===== src/rtl/compute_seq_pkg.sv =====
// Shared constants, instruction fields and FSM state type
// for the compute unit program sequencer.
package compute_seq_pkg;

  localparam int SEQ_DEPTH   = 16;
  localparam int SEQ_INSTR_W = 16;
  localparam int SEQ_ITER_W  = 8;

  localparam logic [3:0] OP_NOP = 4'd0;
  localparam logic [3:0] OP_LDI = 4'd1;
  localparam logic [3:0] OP_MOV = 4'd2;
  localparam logic [3:0] OP_ADD = 4'd3;
  localparam logic [3:0] OP_SUB = 4'd4;
  localparam logic [3:0] OP_AND = 4'd5;
  localparam logic [3:0] OP_OR  = 4'd6;
  localparam logic [3:0] OP_XOR = 4'd7;

  localparam int OP_LSB   = 12;
  localparam int TGT_LSB  = 8;
  localparam int SRC0_LSB = 4;
  localparam int SRC1_LSB = 0;

  typedef enum logic [1:0] {
    ST_IDLE,
    ST_RUN,
    ST_DONE
  } seq_state_e;

endpackage


===== src/rtl/compute_sequencer_mem.sv =====
// Instruction buffer: flop array, one synchronous write
// port and one combinational read port.
module seq_prog_mem #(
  parameter int DEPTH = 16,
  parameter int W     = 16
) (
  input  logic                     clk,
  input  logic                     i_we,
  input  logic [$clog2(DEPTH)-1:0] i_waddr,
  input  logic [W-1:0]             i_wdata,
  input  logic [$clog2(DEPTH)-1:0] i_raddr,
  output logic [W-1:0]             o_rdata
);

  logic [W-1:0] r_mem [DEPTH];

  always_ff @(posedge clk) begin
    if (i_we) r_mem[i_waddr] <= i_wdata;
  end

  assign o_rdata = r_mem[i_raddr];

endmodule


===== src/rtl/compute_sequencer.sv =====
// Program sequencer: assembles byte pairs into a local
// buffer and issues them over valid/ready, optionally looped.
module compute_sequencer
  import compute_seq_pkg::*;
#(
  parameter int DEPTH   = SEQ_DEPTH,
  parameter int INSTR_W = SEQ_INSTR_W,
  parameter int ITER_W  = SEQ_ITER_W
) (
  input  logic                     clk,
  input  logic                     rst,
  input  logic                     prog_we,
  input  logic [7:0]               prog_byte,
  input  logic                     prog_clr,
  input  logic                     start,
  input  logic                     stop,
  input  logic [ITER_W-1:0]        loop_count,
  output logic                     issue_valid,
  output logic [INSTR_W-1:0]       issue_instr,
  input  logic                     issue_ready,
  output logic                     busy,
  output logic                     done,
  output logic                     aborted,
  output logic                     overflow,
  output logic [$clog2(DEPTH):0]   prog_len,
  output logic [$clog2(DEPTH)-1:0] pc
);

  localparam int AW = $clog2(DEPTH);
  localparam logic [AW:0] LEN_FULL = (AW+1)'(DEPTH);
  localparam logic [AW:0] LEN_ONE  = (AW+1)'(1);

  seq_state_e r_state, w_next;

  logic [AW-1:0]      r_pc;
  logic [AW:0]        r_len;
  logic               r_phase_lo;
  logic [7:0]         r_hi;
  logic               r_ovf;
  logic [ITER_W-1:0]  r_iter;
  logic [ITER_W-1:0]  r_loop;
  logic               r_stop_pend;
  logic               r_abort;

  logic               w_idle;
  logic               w_run;
  logic               w_start;
  logic               w_full;
  logic               w_hs;
  logic               w_last;
  logic               w_stop_now;
  logic               w_wr;
  logic [INSTR_W-1:0] w_rdata;

  assign w_idle     = (r_state == ST_IDLE);
  assign w_run      = (r_state == ST_RUN);
  assign w_start    = w_idle & start & ~prog_clr;
  assign w_full     = (r_len == LEN_FULL);
  assign w_hs       = w_run & issue_ready;
  assign w_last     = ({1'b0, r_pc} == (r_len - LEN_ONE));
  assign w_stop_now = stop | r_stop_pend;
  assign w_wr       = w_idle & prog_we & ~prog_clr & ~start
                    & r_phase_lo & ~w_full;

  seq_prog_mem #(
    .DEPTH (DEPTH),
    .W     (INSTR_W)
  ) u_mem (
    .clk     (clk),
    .i_we    (w_wr),
    .i_waddr (r_len[AW-1:0]),
    .i_wdata ({r_hi, prog_byte}),
    .i_raddr (r_pc),
    .o_rdata (w_rdata)
  );

  always_ff @(posedge clk) begin
    if (rst) r_state <= ST_IDLE;
    else     r_state <= w_next;
  end

  always_comb begin
    w_next = r_state;
    unique case (r_state)
      ST_IDLE: begin
        if (w_start)
          w_next = (r_len == '0) ? ST_DONE : ST_RUN;
      end
      ST_RUN: begin
        if (w_hs && (w_stop_now || (w_last && r_iter == r_loop)))
          w_next = ST_DONE;
      end
      ST_DONE: w_next = ST_IDLE;
      default: w_next = ST_IDLE;
    endcase
  end

  always_comb begin
    issue_valid = 1'b0;
    issue_instr = '0;
    busy        = 1'b0;
    done        = 1'b0;
    aborted     = 1'b0;
    unique case (r_state)
      ST_RUN: begin
        issue_valid = 1'b1;
        issue_instr = w_rdata;
        busy        = 1'b1;
      end
      ST_DONE: begin
        done    = 1'b1;
        aborted = r_abort;
      end
      default: ;
    endcase
  end

  // Byte assembly, counters and run bookkeeping
  always_ff @(posedge clk) begin
    if (rst) begin
      r_pc        <= '0;
      r_len       <= '0;
      r_phase_lo  <= 1'b0;
      r_hi        <= '0;
      r_ovf       <= 1'b0;
      r_iter      <= '0;
      r_loop      <= '0;
      r_stop_pend <= 1'b0;
      r_abort     <= 1'b0;
    end else begin
      unique case (r_state)
        ST_IDLE: begin
          if (prog_clr) begin
            r_len      <= '0;
            r_phase_lo <= 1'b0;
            r_ovf      <= 1'b0;
          end else if (start) begin
            r_phase_lo  <= 1'b0;
            r_pc        <= '0;
            r_iter      <= '0;
            r_loop      <= loop_count;
            r_stop_pend <= 1'b0;
            r_abort     <= 1'b0;
          end else if (prog_we) begin
            if (w_full) begin
              r_ovf <= 1'b1;
            end else if (!r_phase_lo) begin
              r_hi       <= prog_byte;
              r_phase_lo <= 1'b1;
            end else begin
              r_len      <= r_len + LEN_ONE;
              r_phase_lo <= 1'b0;
            end
          end
        end
        ST_RUN: begin
          if (stop) r_stop_pend <= 1'b1;
          if (w_hs) begin
            if (w_stop_now) begin
              r_abort <= 1'b1;
            end else if (w_last) begin
              if (r_iter != r_loop) begin
                r_pc   <= '0;
                r_iter <= r_iter + ITER_W'(1);
              end
            end else begin
              r_pc <= r_pc + AW'(1);
            end
          end
        end
        ST_DONE: begin
          r_pc <= '0;
        end
        default: ;
      endcase
    end
  end

  assign overflow = r_ovf;
  assign prog_len = r_len;
  assign pc       = r_pc;

endmodule


===== config.mk =====
export PLATFORM = sky130hd
export DESIGN_NAME = compute_sequencer
export DESIGN_NICKNAME = d
export VERILOG_FILES = /design/src/rtl/compute_seq_pkg.sv /design/src/rtl/compute_sequencer_mem.sv /design/src/rtl/compute_sequencer.sv
export SDC_FILE = /design/constraint.sdc
export NUM_CORES = 1
export LEC_CHECK = 0
export CAP_MARGIN = 20
export CORE_MARGIN = 2
export CORE_UTILIZATION = 35
export DETAILED_ROUTE_END_ITERATION = 8
export MAX_ROUTING_LAYER = met4
export SLEW_MARGIN = 30
export SYNTH_ARGS = -nofsm -noshare
export SYNTH_HDL_FRONTEND = slang
export SYNTH_SLANG_ARGS = --single-unit

===== constraint.sdc =====
create_clock -name clk -period 4.3 [get_ports clk]
set_input_delay 1.075 -clock clk [delete_from_list [all_inputs] [get_ports clk]]
set_output_delay 1.075 -clock clk [all_outputs]
set_load 0.1 [all_outputs]

==> results of run 1 <==
==> state kept, by name, indices dropped and copies added, names as in the netlist, named ones only <==
name,cells
overflow,1
pc,4
prog_len,5
r_abort,1
r_hi,8
r_iter,8
r_loop,8
r_phase_lo,1
r_state,2
r_stop_pend,1
u_mem.r_mem,256
==> how the worst max path moves through the flow <==
stage	start	end	slack (ps)	cells after the start
final	flip-flop	issue_instr[15]	270	5
after global routing	flip-flop	issue_instr[15]	120	5
after CTS	flip-flop	issue_instr[15]	190	5
after detailed placement	prog_clr	r_iter[6]$_SDFFE_PP0P_	610	7
after global placement	prog_clr	r_iter[7]$_SDFFE_PP0P_	660	7
after floorplan	prog_len[0]$_SDFFE_PP0P_	u_mem.r_mem[3][0]$_DFFE_PP_	230	8
==> power breakdown <==
part / internal (W) / switching [W]
combinational: 0.000187 / 0.000342
clock: 0.00142 / 0.00104
sequential: 0.00318 / 0.0000480
total: 0.00479 / 0.00143
==> per-layer routing <==
metal,vias up,GRT usage (%)
li1,2711,-
met1,3129,21.1
met2,170,22.7
met3,39,2.27
met4,0,3.51
met5,-,-
==> worst register-to-register path, cell delays in order (launching register included) <==
cell      delay, ps
dfxtp_1         500
inv_1           140
ha_1            320
and4bb_1        270
and3b_1         240
o21ai_0         130
nor2_1          320
nand2_1         240
nor2_2          330
buf_4           280
==> cell usage after synthesis, types with 7 or more instances <==
cell      count
buf_2         8
xnor2_1      13
nor3_1       10
mux4_2       80
clkbuf_1     19
mux2i_1       8
edfxtp_1    256
dfxtp_1      43
a21oi_1      23
nand3_1       7
nor2_1       36
and2_1       17
nand2_1      30
==> logic make-up after synthesis <==
logic type,after synthesis,synth area share [%]
and+or+nand+nor,137,5.87
AOI/OAI and AO/OA,52,3.06
adders and majority gates,6,0.632
buffers and inverters,39,1.42
muxes,88,15.8
xor gates and xnor gates,16,1.18
DFF,299,72.0
==> per-stage QoR <==
step	instances	hold slack, ps	total power, W	cell area, um^2
floorplan	637	429	0.00365	11900
CTS	1185	471	0.00627	14000
detailed placement	1131	462	0.00382	13100
finish	1185	470	0.00622	14000
global placement	1131	460	0.00382	13100
global route	1185	491	0.00642	14000
==> cell type report <==
type,instances,area (um^2)
Clock inverter,17,126
Multi-Input combinational cell,299,3210
Timing Repair Buffer,79,711
Fill cell,2961,19500
Sequential cell,299,8550
Inverter,6,22.5
Tap cell,448,561
Clock buffer,37,798
==> placed cells by master, fill, tap and decap left out, types with 5 or more instances in the layout <==
master and count:
nand2b_1 5, edfxtp_1 256, nor2_1 24, a21oi_1 23, nand2_1 30, nor3_1 6, nand3_1 7, clkinv_1 10
inv_1 6, clkbuf_16 31, ha_1 6, mux2i_1 8, or4_1 5, clkdlybuf4s50_1 32, buf_4 44, or3_1 5
nand4_1 5, clkbuf_1 6, dfxtp_1 41, xnor2_1 13, a21o_1 6, nor2_2 13, mux4_2 80, and2_1 17
==> flow_summary.toml, run 1 <==
[run_status]
outcome = "complete, no violations"

[sta]
worst_slack_ps = 272
rsz0062_at_grt = "false"
fmax_mhz = 248
worst_slew_pin_slew_ps = 994
finalCritPeriodShare_pct = 93.7
finalCriticalPeriod_ps = 4030
skew_ps = 13.9
relSlewSlack_pct = 33.5
drv_slew = 0
setup_viol = 0
setup_tns_ps = 0
hold_viol = 0

[power_and_ir_drop]
vdd_drop_max_v = 0.000286
power_density_nw_per_um2 = 445
leakagePower_nw = 4.31

[synthesis]
synth_edf_count = 256
syn_avg_cell_area_um2 = 18.6
synthTopCellsByArea = "edfxtp_1, mux4_2, dfxtp_1, nor2_1, a21oi_1"
synth_top_area_share_pct = 64.7
synth_largest_area_cell = "edfxtp_1"
synth_cells = 637
async_reset_ff_share_pct = 0
netlist_area_um2 = 11900
ys_seq_elements = 299
yosys_warnings = 0
synth_top_flop_cell = "edfxtp_1"
synth.distinct_cells = 49
syn_nets = 666
synth_seq_area_share_pct = 72.0

[setup_path]
endpoint_kind = "output port"
max_stage_delay_ps = 640
crit_chain = "buf_4, mux4_2, mux4_2, and2_1, buf_4"
r2r_setup_slack_ps = 1230
r2r-start = "prog_len[0]$_SDFFE_PP0P_"
timing.rr.end = "u_mem.r_mem[10][14]$_DFFE_PP_"
critPathMaxFanout = 21
required_ps = 3220
crit_family = "multiplexers"
crit_path_start_kind = "flip-flop"
critPathArrivalTime_ps = 2950
cp_num_buf_inv = 2
r2r_cells = 9
worst_path_max_delay_cell = "dfxtp_4"
crit_type = "flip-flop to output port"

[global_routing]
antenna_found_initial = 1
grt_pass1_vias = 6174
grt_max_degree = 56
grt-ovfl-total = 0
track_usage_pct = 14.8
grt_pass1_wl_um = 38600

[cts]
htreeDepth = 1
cts_buffers = 30
tritoncts = "yes"
clockBufferDepth = 3
worstSkewPairLatency_ps = 550
cts.sinks = 299
cts_hold_repair.buffers = 0
clock-root-buffer = "clkbuf_16"
cts_repair_resize_count = 0
cts_setup_buffers = 0
path_clk_slew_ps = 60

[routing]
wl_um = 25400
met2WireLength_um = 11800
met3_length_um = 1240
route.detailed.drc = 0
drt_first_pass_iters = 5
wl_per_cell_um = 21.4
wirelength_met1_um = 11900
via_per_inst = 5.10
drt-initial-drc-count = 437
via_count = 6049
highest_layer = "met4"
antenna_left = 0

[min_path]
hold_start = "r_loop[4]$_SDFFE_PP0P_"
min_to = "r_loop[4]$_SDFFE_PP0P_"
hold_depth = 2
hold_class = "flip-flop to flip-flop"

[floorplanning]
rows = 67
start_util_pct = 35.5
coreArea_um2 = 33400
die_w_um = 188
io_pins = 53
die_area_um2 = 35400
dieHeight_um = 188

[cells_and_area]
diodes = 0
fin_nets = 744
drive_gt1_share_pct = 25.9
synthToLayoutAreaGrowth_pct = 17.7
final_core_util_pct = 41.8

[placement]
port_buffers = 52
place_congestion = 0.751
pre_cts_ws_ps = 613
hpwl_um = 15700

[flow_run]
maxCapViolations = 0
(Power assumes the default switching activity.)
==> run 2: changes to the inputs <==
--- a/config.mk
+++ b/config.mk
@@ -13,4 +13,5 @@
 export SLEW_MARGIN = 30
 export SYNTH_ARGS = -nofsm -noshare
 export SYNTH_HDL_FRONTEND = slang
+export SYNTH_HIERARCHICAL = 1
 export SYNTH_SLANG_ARGS = --single-unit
==> run 2 against run 1 <==
Net effect: first-iteration DRC count fell by 4.1%; utilization is 0.59 points higher; critical endpoint is now issue_instr[10]; clock skew shrank 3.5 ps; global-route usage down 0.27 points; clock power grew 5%; largest power group unchanged.
==> flow_summary.toml, run 2 <==
[cells_and_area]
final_cell_mix = "edfxtp_1, mux4_2, nand2_1, dfxtp_1, a22oi_1"
drive_gt1_share_pct = 22.1
largest_reg_flops = 256
largest_register = "u_mem/r_mem"
design_area_um2 = 14100
fin_nets = 767
n_fill_cell = 2967
fin_cells = 1212
synthToLayoutAreaGrowth_pct = 19.9
final_common_cell = "edfxtp_1"

[placement]
placed_cell_area_um2 = 13100
hpwl_um = 15000
place_inst = 1157
place_congestion = 0.748
port_buffers = 52

[sta]
finalCritPeriodShare_pct = 86.5
fmax_mhz = 269
setup_viol = 0
relSlewSlack_pct = 33.6
finalCriticalPeriod_ps = 3720
setup_tns_ps = 0
finalHoldWorstSlack_ps = 464
worst_slew_pin_slew_ps = 992
rsz0062_at_grt = "false"
hold_viol = 0
skew_ps = 10.4
drv_slew = 0

[synthesis]
yosys-top-cells-count = "edfxtp_1, mux4_2, nor2_1"
yosysMostFrequentCell = "edfxtp_1"
syn_avg_cell_area_um2 = 17.7
synth_top_flop_cell = "edfxtp_1"
yosys_warnings = 6
netlist_area_um2 = 11800
ys_seq_elements = 295
synth_edf_count = 256
synth_seq_area_share_pct = 72.0
synth_top_area_share_pct = 65.3
synth_largest_area_cell = "edfxtp_1"
synth.distinct_cells = 48
synth_cells = 664
synthTopCellsByArea = "edfxtp_1, mux4_2, dfxtp_1, mux4_1, a22oi_1"
async_reset_ff_share_pct = 0
syn_nets = 691

[routing]
antenna_left = 0
drt-initial-drc-count = 419
met3_length_um = 1150
wl_per_cell_um = 20.6
drt_first_pass_iters = 4
wirelength_met1_um = 11700
via_per_inst = 5.12
met2WireLength_um = 11800
route.detailed.drc = 0
highest_layer = "met4"
wl_um = 25000
via_count = 6208

[cts]
cts_hold_repair.buffers = 0
cts_setup_buffers = 0
clock-root-buffer = "clkbuf_16"
path_clk_slew_ps = 60
tritoncts = "yes"
worstSkewPairLatency_ps = 550
clockBufferDepth = 3
cts_buffers = 29
cts.sinks = 295
cts_repair_resize_count = 0
htreeDepth = 1

[power_and_ir_drop]
switchingPower_w = 0.00114
intPower_w = 0.00468
combPwrFrac_pct = 1.7
vdd_drop_max_v = 0.000275
p_sw_share_pct = 19.6
power_density_nw_per_um2 = 412
seq_power_share_pct = 53.7
clkPwrFrac_pct = 44.6
leakagePower_nw = 4.58

[run_status]
outcome = "complete, no violations"

[min_path]
hold_start = "r_loop[7]$_SDFFE_PP0P_"
hold_class = "flip-flop to flip-flop"
min_to = "r_loop[7]$_SDFFE_PP0P_"
hold_depth = 2

[setup_path]
critPathMaxFanout = 42
max_stage_delay_ps = 610
crit_path_start_kind = "flip-flop"
critPathArrivalTime_ps = 2640
crit_chain = "buf_12, mux4_1, a22oi_1, nand2_1, and2_1, buf_12"
required_ps = 3220
critical_path.most_common_cell = "buf_12"
r2r_setup_slack_ps = 940
crit_type = "flip-flop to output port"
r2r_cells = 8
worst_path_max_delay_cell = "mux4_1"
endpoint_kind = "output port"
r2r-start = "prog_len[0]$_SDFFE_PP0P_"
timing.rr.end = "u_mem/r_mem[0][6]$_DFFE_PP_"

[floorplanning]
dieHeight_um = 187
coreArea_um2 = 33300
die_area_um2 = 35100
io_pins = 53
start_util_pct = 35.4
rows = 67
die_w_um = 187

[global_routing]
grt_max_degree = 43
antenna_found_initial = 0
grt_pass1_vias = 6174
grt-ovfl-total = 0
track_usage_pct = 14.6
grt_pass1_wl_um = 37900

[flow_run]
maxCapViolations = 0
==> run 2: changes by cell type after synthesis, moves of 4 or more <==
cell     before  now
xnor2_1      13    4
nor2b_1       3    7
or4_1         5    1
dfxtp_1      43   39
o21ai_0       4   10
nand2_1      30   38
mux4_2       80   54
buf_6         1    5
xor2_1        3   11
nor2_1       36   41
mux4_1        0   10
a22oi_1       1   34
==> run 2: kinds of logic (layout without fill, tap and decap cells) <==
logic type                 Yosys count  count (layout)  share of synthesized area (%)
DFF                                295             295                           72.0
and+or+nand+nor                    154             154                           6.67
AOI/OAI and AO/OA                   82              82                           4.62
muxes                               74              74                           13.4
buffers and inverters               40             139                           1.78
xor gates and xnor gates            15              15                           1.12
adders and majority gates            4               4                          0.425
other                                0               1                              0
==> run 2: critical path: cells and delay by family (launching register included) <==
kind,cells,cell delay [ps]
compound gates,1,280
buf+inv,2,470
mux,1,610
flops,1,370
simple gates,2,310
==> run 2: per-layer routing <==
layer,track usage (%),vias up
met1,20.3,3230
met5,-,-
met2,23.1,142
li1,-,2808
met4,2.41,0
met3,2.31,28
==> run 2: cell type report <==
cell class / instances / area [um^2] / share of cell area [%]
clock inverters: 23 / 249 / 1.77
repair buffers: 79 / 913 / 6.48
flip-flops and latches: 295 / 8470 / 60.1
diodes: 1 / 2.50 / 0.0177
well taps: 448 / 561 / 3.97
inverters: 6 / 22.5 / 0.160
clock buffers: 31 / 733 / 5.20
multi-input cells: 329 / 3150 / 22.3
==> run 2: power by group through the flow <==
stage,clock network [W],logic [W],registers [W]
after floorplan,0,0.0000457,0.00318
after global placement,0,0.0000977,0.00318
after detailed placement,0,0.0000986,0.00318
after CTS,0.00264,0.0000993,0.00312
after global routing,0.00276,0.000109,0.00312
final,0.00260,0.0000986,0.00312
==> run 2: worst max-delay path by stage <==
| stage | from | to | slack [ps] | cells after the start |
|---|---|---|---|---|
| 6_report | pc[0]$_SDFFE_PP0P_ | issue_instr[10] | 580 | 6 |
| 5_1_grt | pc[0]$_SDFFE_PP0P_ | issue_instr[10] | 470 | 6 |
| 4_1_cts | pc[0]$_SDFFE_PP0P_ | issue_instr[10] | 530 | 6 |
| 3_5_place_dp | start | u_mem/r_mem[0][12]$_DFFE_PP_ | 770 | 6 |
| 3_3_place_gp | start | u_mem/r_mem[0][12]$_DFFE_PP_ | 800 | 6 |
| 2_1_floorplan | prog_len[0]$_SDFFE_PP0P_ | u_mem/r_mem[12][0]$_DFFE_PP_ | 160 | 7 |
==> run 2: per-stage QoR <==
step                setup slack (ps)  power, W  util, %
floorplan                        159   0.00322        -
detailed placement               771   0.00328     39.4
finish                           580   0.00582     42.4
CTS                              526   0.00586     42.4
global route                     467   0.00600     42.4
global placement                 796   0.00328     39.4
